## config.mk

```make
export PLATFORM = sky130hd
export DESIGN_NAME = mole_whack_detector
export DESIGN_NICKNAME = d
export VERILOG_FILES = /design/src/rtl/mole_whack_detector.sv
export SDC_FILE = /design/constraint.sdc
export NUM_CORES = 1
export LEC_CHECK = 0
export CORE_UTILIZATION = 55
export CTS_CLUSTER_SIZE = 30
export DETAILED_ROUTE_END_ITERATION = 7
export DONT_BUFFER_PORTS = 1
export PLACE_DENSITY = 0.82
export SETUP_SLACK_MARGIN = 0.1
export SLEW_MARGIN = 30
export SYNTH_ARGS = -nofsm -noshare
export SYNTH_HDL_FRONTEND = slang
export SYNTH_SLANG_ARGS = --single-unit
```

## constraint.sdc

```tcl
create_clock -name clk -period 2 [get_ports clk]
set_clock_uncertainty 0.15 [all_clocks]
set_input_delay 0.2 -clock clk [delete_from_list [all_inputs] [get_ports clk]]
set_output_delay 0.2 -clock clk [all_outputs]
set_load 0.01 [all_outputs]
```

## src/rtl/mole_whack_detector.sv

```systemverilog
// mole_whack_detector
// -------------------
// Whack-a-mole core. A free-running 16-bit LFSR picks which hole the next
// mole appears on. Each mole stays up for UP_CYCLES cycles unless the player
// hits it, and consecutive moles are separated by GAP_CYCLES idle cycles. The
// block produces the one-cycle event pulses consumed by the score counter.
//
// Parameters:
//   NUM_HOLES  - number of holes/buttons (power of two, 2..16)
//   UP_CYCLES  - cycles a mole stays visible when not hit (>= 1)
//   GAP_CYCLES - cycles with no mole between moles (>= 1)
//   LFSR_SEED  - non-zero reset value of the LFSR
//
// Ports:
//   clk     in   system clock, rising edge
//   rst_n   in   asynchronous active-low reset
//   start   in   game-running level; low forces the FSM back to IDLE
//   btn     in   debounced synchronous button levels, one per hole
//   mole    out  one-hot visible mole, or all zero
//   whacked out  one-cycle pulse on a hit of the visible mole
//   missed  out  one-cycle pulse when a mole times out
//   wrong   out  one-cycle pulse on a wrong-hole hit
//
// Build option:
//   MOLE_WRONG_HIT_EN - when defined, a press on any other hole ends the mole
//                       and pulses wrong. When undefined, such presses are
//                       ignored and wrong is tied low.

module mole_whack_detector #(
  parameter int          NUM_HOLES  = 4,
  parameter int          UP_CYCLES  = 50_000_000,
  parameter int          GAP_CYCLES = 25_000_000,
  parameter logic [15:0] LFSR_SEED  = 16'hACE1
) (
  input  logic                 clk,
  input  logic                 rst_n,
  input  logic                 start,
  input  logic [NUM_HOLES-1:0] btn,
  output logic [NUM_HOLES-1:0] mole,
  output logic                 whacked,
  output logic                 missed,
  output logic                 wrong
);

  localparam int IDX_W   = $clog2(NUM_HOLES);
  localparam int MAX_CYC = (UP_CYCLES > GAP_CYCLES) ? UP_CYCLES : GAP_CYCLES;
  // The counter only ever holds a reload value minus one.
  localparam int CNT_W   = (MAX_CYC > 1) ? $clog2(MAX_CYC) : 1;

  localparam logic [CNT_W-1:0] UP_LOAD  = CNT_W'(UP_CYCLES - 1);
  localparam logic [CNT_W-1:0] GAP_LOAD = CNT_W'(GAP_CYCLES - 1);

  typedef enum logic [1:0] {
    IDLE = 2'd0,
    GAP  = 2'd1,
    UP   = 2'd2
  } state_t;

  state_t               state_reg;
  logic [CNT_W-1:0]     cnt_reg;
  logic [15:0]          lfsr_reg;
  logic [NUM_HOLES-1:0] btn_q_reg;
  logic [NUM_HOLES-1:0] mole_reg;
  logic                 whacked_reg;
  logic                 missed_reg;

  logic                 lfsr_fb;
  logic [NUM_HOLES-1:0] btn_edge;
  logic [NUM_HOLES-1:0] hole_onehot;
  logic                 hit;

  // Fibonacci feedback for taps 16,14,13,11 (shifting towards bit 0).
  assign lfsr_fb = lfsr_reg[0] ^ lfsr_reg[2] ^ lfsr_reg[3] ^ lfsr_reg[5];

  // Per-hole rising-edge detect and decode of the LFSR's low bits into the
  // one-hot pattern the next mole would take.
  genvar gi;
  generate
    for (gi = 0; gi < NUM_HOLES; gi++) begin : g_hole
      assign btn_edge[gi]    = btn[gi] & ~btn_q_reg[gi];
      assign hole_onehot[gi] = (lfsr_reg[IDX_W-1:0] == IDX_W'(gi));
    end
  endgenerate

  // mole_reg holds the latched hole as a one-hot mask while in UP, so the
  // hit test is a simple mask against the button edges. A button already
  // held when the mole rose has btn_q set and therefore never produces an edge.
  assign hit = |(btn_edge & mole_reg);

`ifdef MOLE_WRONG_HIT_EN
  logic wrong_reg;
  logic wrong_hit;

  assign wrong_hit = |(btn_edge & ~mole_reg);
  assign wrong     = wrong_reg;
`else
  assign wrong     = 1'b0;
`endif

  assign mole    = mole_reg;
  assign whacked = whacked_reg;
  assign missed  = missed_reg;

  always_ff @(posedge clk or negedge rst_n) begin
    if (!rst_n) begin
      state_reg   <= IDLE;
      cnt_reg     <= '0;
      lfsr_reg    <= LFSR_SEED;
      btn_q_reg   <= '0;
      mole_reg    <= '0;
      whacked_reg <= 1'b0;
      missed_reg  <= 1'b0;
`ifdef MOLE_WRONG_HIT_EN
      wrong_reg   <= 1'b0;
`endif
    end else begin
      // The LFSR and the button history run regardless of game state so the
      // hole sequence depends only on time since reset.
      lfsr_reg    <= {lfsr_fb, lfsr_reg[15:1]};
      btn_q_reg   <= btn;
      whacked_reg <= 1'b0;
      missed_reg  <= 1'b0;
`ifdef MOLE_WRONG_HIT_EN
      wrong_reg   <= 1'b0;
`endif

      if (!start) begin
        // Stopping the game wins over any event that would fire this cycle.
        state_reg <= IDLE;
        mole_reg  <= '0;
      end else begin
        case (state_reg)
          IDLE: begin
            mole_reg  <= '0;
            cnt_reg   <= GAP_LOAD;
            state_reg <= GAP;
          end

          GAP: begin
            if (cnt_reg == '0) begin
              mole_reg  <= hole_onehot;
              cnt_reg   <= UP_LOAD;
              state_reg <= UP;
            end else begin
              cnt_reg <= cnt_reg - 1'b1;
            end
          end

          UP: begin
            if (hit) begin
              // A correct hit beats a simultaneous wrong press and a timeout
              // on the same cycle.
              whacked_reg <= 1'b1;
              mole_reg    <= '0;
              cnt_reg     <= GAP_LOAD;
              state_reg   <= GAP;
`ifdef MOLE_WRONG_HIT_EN
            end else if (wrong_hit) begin
              wrong_reg <= 1'b1;
              mole_reg  <= '0;
              cnt_reg   <= GAP_LOAD;
              state_reg <= GAP;
`endif
            end else if (cnt_reg == '0) begin
              missed_reg <= 1'b1;
              mole_reg   <= '0;
              cnt_reg    <= GAP_LOAD;
              state_reg  <= GAP;
            end else begin
              cnt_reg <= cnt_reg - 1'b1;
            end
          end

          default: begin
            state_reg <= IDLE;
            mole_reg  <= '0;
          end
        endcase
      end
    end
  end

endmodule

```

==> impl_metrics.tcl, run 1 <==
set metrics [dict create \
    gp_congestion 1.00 \
    p_switching_mw 2.21 \
    antenna_cells 0 \
    comb_power_share 0.566 \
    setup_viol 33 \
    required_ps 2070 \
    design_area_mm2 0.00444 \
    top_layer "met4" \
    clock.fmax_ghz 0.422 \
    worst_setup_path_end_kind "flop" \
    min_period_over_period 1.19 \
    path_max_fanout 5 \
    min_period_ps 2370 \
    syn_avg_cell_area_um2 9.90 \
    largest_register_ffs 26 \
    seqPwrFrac 0.287 \
    clk_latency_ps 320 \
    place_area_mm2 0.00356 \
    synth_seq_cells 54 \
    wl_met2_mm 5.59 \
    numPortBuffers 0 \
    fill_cells 183 \
    synth_cells 291 \
    vias 3365 \
    cpPeakStageDelay_ps 560 \
    cellLeakagePower_nw 1.86 \
    fin_ws_ps -370 \
    violations "negative setup slack" \
    max-clock-path-buffers 2 \
    worstPathArrival_ps 2440 \
    die_x_um 74.4 \
    rsz0062_at_grt "yes" \
    internal_power_mw 2.91 \
    synth-seq-area-share 0.473 \
    synth_cell_type_count 63 \
    cts_tree "built" \
    clock_sinks 54 \
    cts_root_buffer "clkbuf_8" \
    nets 406 \
    remaining_drc_errors 0 \
    first_pass_iters 5 \
    routed-wl-met3_mm 1.46 \
    cellPowerDensity_mw_per_mm2 1150 \
    dpl.hpwl_mm 6.07 \
    die-area_mm2 0.00553 \
    die_h_um 74.4 \
    tightest_slew_ps 629 \
    io_pins 14 \
    coreArea_mm2 0.00488 \
    synth_area_mm2 0.00288 \
    drtIter0Drc 411 \
    critical_path_class "reg -> reg" \
    overflow 0 \
    synth_most_common_cell "dfrtp_1" \
    ys_warn_count 0 \
    grt.total_usage 0.391 \
    wirelength_mm 12.5 \
    ys_top_cells_by_area "dfrtp_1 (40%), dfstp_2 (7.3%), nand2_1 (3.5%)" \
    switching_share 0.431 \
    drv_cap 0 \
    p_clk_frac 0.147 \
    cts_buffers 5 \
    clkTransAtPathRegs_ps 110 \
    synth-edff-count 0 \
    grt_pass1_wl_mm 15.9 \
    synth_flop_cell "dfrtp_1" \
    antenna_found_initial 0 \
    hold_path.class "in -> reg" \
    status "complete, but fails checks" \
    worstHoldStart "start" \
    start_util 0.590 \
    crit_path_start "cnt_reg[11]$_DFFE_PN0P_" \
    utilization 0.911 \
    synthArstFlopShare 1.00 \
    slew_headroom 0.579 \
    start_kind "flop" \
    rows 25 \
    yosysTopAreaCell "dfrtp_1" \
    vias_per_cell 7.30 \
    wl_met1_mm 4.04 \
    wl_per_cell_um 27.0 \
    grt_max_degree 55 \
    antenna_left 0 \
    ir_drop_mv 0.899 \
    grt_pass1_vias 3162 \
    r2r_start "cnt_reg[11]$_DFFE_PN0P_" \
    path_cells "buf_4 > nor4_1 > nand4_1 > o31ai_1 > a21oi_1 > a211o_1" \
    slew_violations 0 \
    ys_top_cells_by_count "dfrtp_1 (46), nand2_1 (27), nor2_1 (22)" \
    syn_to_final_growth_pct 54.3 \
    htreeDepth 2 \
    yosysTopAreaCellShare 0.400 \
    hold_viol_final 0 \
    drive_above_1_share 0.515 \
    postSynthNetCount 304 \
    critPathSlowestCell "nor4_1" \
]
[stage by stage]
step	worst slack [ps]	cells	hold WS (ps)	TNS, ps	total power [mW]
after global placement	-215	417	-244	-2510	3.41
after CTS	-292	451	31.3	-3370	4.57
final	-370	461	70.8	-5440	5.12
after global routing	-544	461	77.6	-7810	5.27
after detailed placement	-308	417	-244	-3900	3.48
after floorplan	-50.7	291	-246	-316	2.57
[routing by layer]
metal	track usage	up-vias
li1	-	1302
met1	0.451	1562
met2	0.637	352
met3	0.0949	149
met4	0.281	0
met5	0	-
[final cells by class]
type                            count  area (µm²)  share of cell area
Timing Repair Buffer              109         955               0.215
Sequential cell                    54        1360               0.307
Tap cell                           67        83.8              0.0189
Inverter                           13        48.8              0.0110
Clock buffer                        6        72.6              0.0163
Multi-Input combinational cell    210        1880               0.424
Clock inverter                      2        37.5             0.00845
[power groups by stage]
| stage | Combinational (mW) | Clock (mW) | Sequential, mW |
|---|---|---|---|
| after detailed placement | 2.05 | 0 | 1.43 |
| after floorplan | 1.10 | 0 | 1.47 |
| after CTS | 2.40 | 0.740 | 1.43 |
| after global routing | 2.99 | 0.807 | 1.48 |
| final | 2.90 | 0.751 | 1.47 |
| after global placement | 1.99 | 0 | 1.42 |
[cell usage in the layout (no fill, tap or decap), types with 4 or more instances in the layout]
cell type / instances
o21ai_0: 4
buf_6: 13
nor3_4: 6
nor2_1: 18
nor3_2: 5
dlygate4sd3_1: 6
a211oi_2: 4
clkbuf_8: 5
a21oi_2: 4
nor4_4: 7
nand4_1: 6
dfrtp_1: 44
nand2_1: 23
or3_4: 4
dfstp_2: 8
buf_4: 84
o21ai_1: 7
a41oi_2: 5
nor3_1: 6
o21ai_2: 4
o22a_1: 5
inv_1: 10
a21oi_1: 9
[logic make-up after synthesis]
kind of cell,after synthesis,synth area share
xor+xnor,4,0.0122
other cells,1,0.00130
simple gates,115,0.231
mux,1,0.00348
compound gates,83,0.213
flops,54,0.473
buf+inv,27,0.0404
fa+ha+maj,6,0.0261
[final timing paths]
kind | endpoint | slack, ps | cells past startpoint
max | cnt_reg[18]$_DFFE_PN0P_ | -370 | 6
min | mole[2]$_DFFE_PN0P_ | 70 | 3
max reg2reg | cnt_reg[18]$_DFFE_PN0P_ | -370 | 6
min reg2reg | lfsr_reg[5]$_DFF_PN1_ | 210 | 0
max in group asynchronous | lfsr_reg[13]$_DFF_PN1_ | 1100 | 2
min in group asynchronous | missed$_DFF_PN0_ | 310 | 2
[critical path: cells and delay by family, from the launching register on]
kind | cells | cell delay [ps]
flops | 1 | 420
simple gates | 2 | 870
buf+inv | 1 | 170
compound gates | 3 | 670
[timing repair]
item,4_1_cts,5_1_grt
gates cloned,2,0
setup endpoints to repair,33,33
hold buffers,7,0
gates resized for setup,64,41
buffers inserted,18,11
pin swaps,35,27
endpoints found under the hold margin,66,0
Note: power is estimated with default switching activity, not from simulation.
==> run 2, diff against run 1 <==
SETUP_SLACK_MARGIN = unset   (was 0.1)
==> run 2 against run 1 <==
Effect of this change: the run still ends with negative setup slack left; worst hold slack lost 24 ps; utilization shrank 3.7 points; critical endpoint unchanged; worst setup slack lost 9.1 ps; critical path depth grew 2; sequential power is essentially flat; highest routed layer unchanged; fmax shrank 0.38%.
==> impl_metrics.tcl, run 2 (synthesis results as in run 1) <==
set metrics [dict create \
    clk_latency_ps 330 \
    cts_root_buffer "clkbuf_8" \
    clkTransAtPathRegs_ps 120 \
    cts_tree "built" \
    cp_common_cell "buf_6" \
    min_period_ps 2380 \
    path_max_fanout 3 \
    clock_sinks 54 \
    violations "negative setup slack" \
    wl_per_cell_um 25.9 \
    die_x_um 74.4 \
    hold_path.class "in -> reg" \
    cpLargestDelayFamily "compound AO/OA/AOI/OAI gates" \
    vias_per_cell 7.32 \
    remaining_drc_errors 0 \
    io_pins 14 \
    min_period_over_period 1.19 \
    die_h_um 74.4 \
    slew_violations 0 \
    hold_viol_final 0 \
    nets 390 \
    setup_viol 31 \
    worst_setup_path_end_kind "flop" \
    die-area_mm2 0.00553 \
    r2r_start "cnt_reg[4]$_DFFE_PN0P_" \
    antenna_cells 0 \
    layout.cells.non_filler 445 \
    mostFrequentLayoutCell "buf_4" \
    largest_register_ffs 26 \
    timing.rr.end "cnt_reg[18]$_DFFE_PN0P_" \
    path_buf_inv 3 \
    overflow 0 \
    fin_setup_tns_ps -6270 \
    utilization 0.874 \
    tightest_slew_ps 665 \
    rows 25 \
    worstHoldStart "start" \
    hold-path-endpoint "mole[0]$_DFFE_PN0P_" \
    htreeDepth 2 \
    wirelength_mm 11.5 \
    place_inst 420 \
    r2r_slack_ps -380 \
    cpPeakStageDelay_ps 440 \
    critical_path_class "reg -> reg" \
    required_ps 2060 \
    syn_to_final_growth_pct 48.0 \
    grt_max_degree 55 \
    cellLeakagePower_nw 1.80 \
    first_pass_iters 6 \
    drive_above_1_share 0.495 \
    hold_depth 3 \
    layout_common_cells "buf_4 (70), dfrtp_1 (44), nand2_1 (23), nor2_1 (17), buf_6 (15)" \
    gp_congestion 0.976 \
    grt_pass1_wl_mm 15.1 \
    slew_headroom 0.555 \
    drtIter0Drc 566 \
    cts_buffers 5 \
    fin_ws_ps -379 \
    antenna_found_initial 0 \
    status "complete, but fails checks" \
    p_total_mw 5.01 \
    start_util 0.590 \
    grt.total_usage 0.373 \
    ir_drop_mv 0.814 \
    worstPathArrival_ps 2440 \
    antenna_left 0 \
    start_kind "flop" \
    coreArea_mm2 0.00488 \
    clock.fmax_ghz 0.420 \
    numPortBuffers 0 \
    critPathSlowestCell "dfrtp_2" \
    drv_cap 0 \
    vias 3259 \
    grt_pass1_vias 2967 \
    cellPowerDensity_mw_per_mm2 1170 \
    dpl.hpwl_mm 6.05 \
    rsz0062_at_grt "yes" \
    rr_worst_depth 8 \
    max-clock-path-buffers 2 \
    path_cells "buf_6 > nor4_4 > buf_4 > buf_6 > nand4_1 > o31ai_1 > a21oi_1 > a211o_1" \
]
## run 2: changes by cell type in the layout (fill, tap and decap cells not counted), sizes merged
cell / change
buf: -16
clkbuf: -1
clkinvlp: -1
inv: +1
bufinv: -1
clkinv: +2
## run 2: routing by layer
layer  GRT usage  up-vias  wire length, µm
li1            -     1265                -
met1       0.477     1557             4090
met2       0.586      307             5140
met3       0.115      130             1350
met4       0.161        0              953
met5           0        -                0
## run 2: area by class of cell
class	count	area [µm²]
Multi-Input combinational cell	210	1870
Timing Repair Buffer	93	802
Clock buffer	5	68.8
Clock inverter	3	28.8
Tap cell	67	83.8
Inverter	13	48.8
Fill cell	209	617
Sequential cell	54	1360
## run 2: power breakdown
part	switching [mW]	internal (mW)	total, mW
Clock	0.416	0.261	0.676
Sequential	0.163	1.27	1.44
Combinational	1.63	1.27	2.90
## run 2: tightest hold or removal path: cells and delay by family
kind               cells  cell delay [ps]
AOI/OAI and AO/OA      1               60
and+or+nand+nor        2              230
## run 2: how the worst max path moves through the flow
stage,slack (ps),startpoint,cells after the start,end
floorplan,-50,cnt_reg[4]$_DFFE_PN0P_,5,cnt_reg[17]$_DFFE_PN0P_
global placement,-140,cnt_reg[22]$_DFFE_PN0P_,5,cnt_reg[23]$_DFFE_PN0P_
detailed placement,-190,cnt_reg[22]$_DFFE_PN0P_,6,cnt_reg[24]$_DFFE_PN0P_
CTS,-140,cnt_reg[4]$_DFFE_PN0P_,5,cnt_reg[17]$_DFFE_PN0P_
global route,-450,cnt_reg[4]$_DFFE_PN0P_,8,cnt_reg[18]$_DFFE_PN0P_
finish,-380,cnt_reg[4]$_DFFE_PN0P_,8,cnt_reg[18]$_DFFE_PN0P_
## run 2: per-stage QoR
| stage | instance area, µm² | setup slack, ps | hold WS (ps) |
|---|---|---|---|
| 2_1_floorplan | 2990 | -50.7 | -246 |
| 3_3_place_gp | 3560 | -137 | -245 |
| 3_5_place_dp | 3560 | -190 | -244 |
| 4_1_cts | 3950 | -136 | 65.7 |
| 5_1_grt | 4260 | -445 | 42.2 |
| 6_report | 4260 | -379 | 47.2 |
## run 2: repair_timing
item,CTS,global route
endpoints found under the setup margin,32,32
pin swaps,12,37
cloned,1,1
resized for setup,36,65
hold buffers,7,0
buffers inserted,6,2
endpoints found under the hold margin,66,0
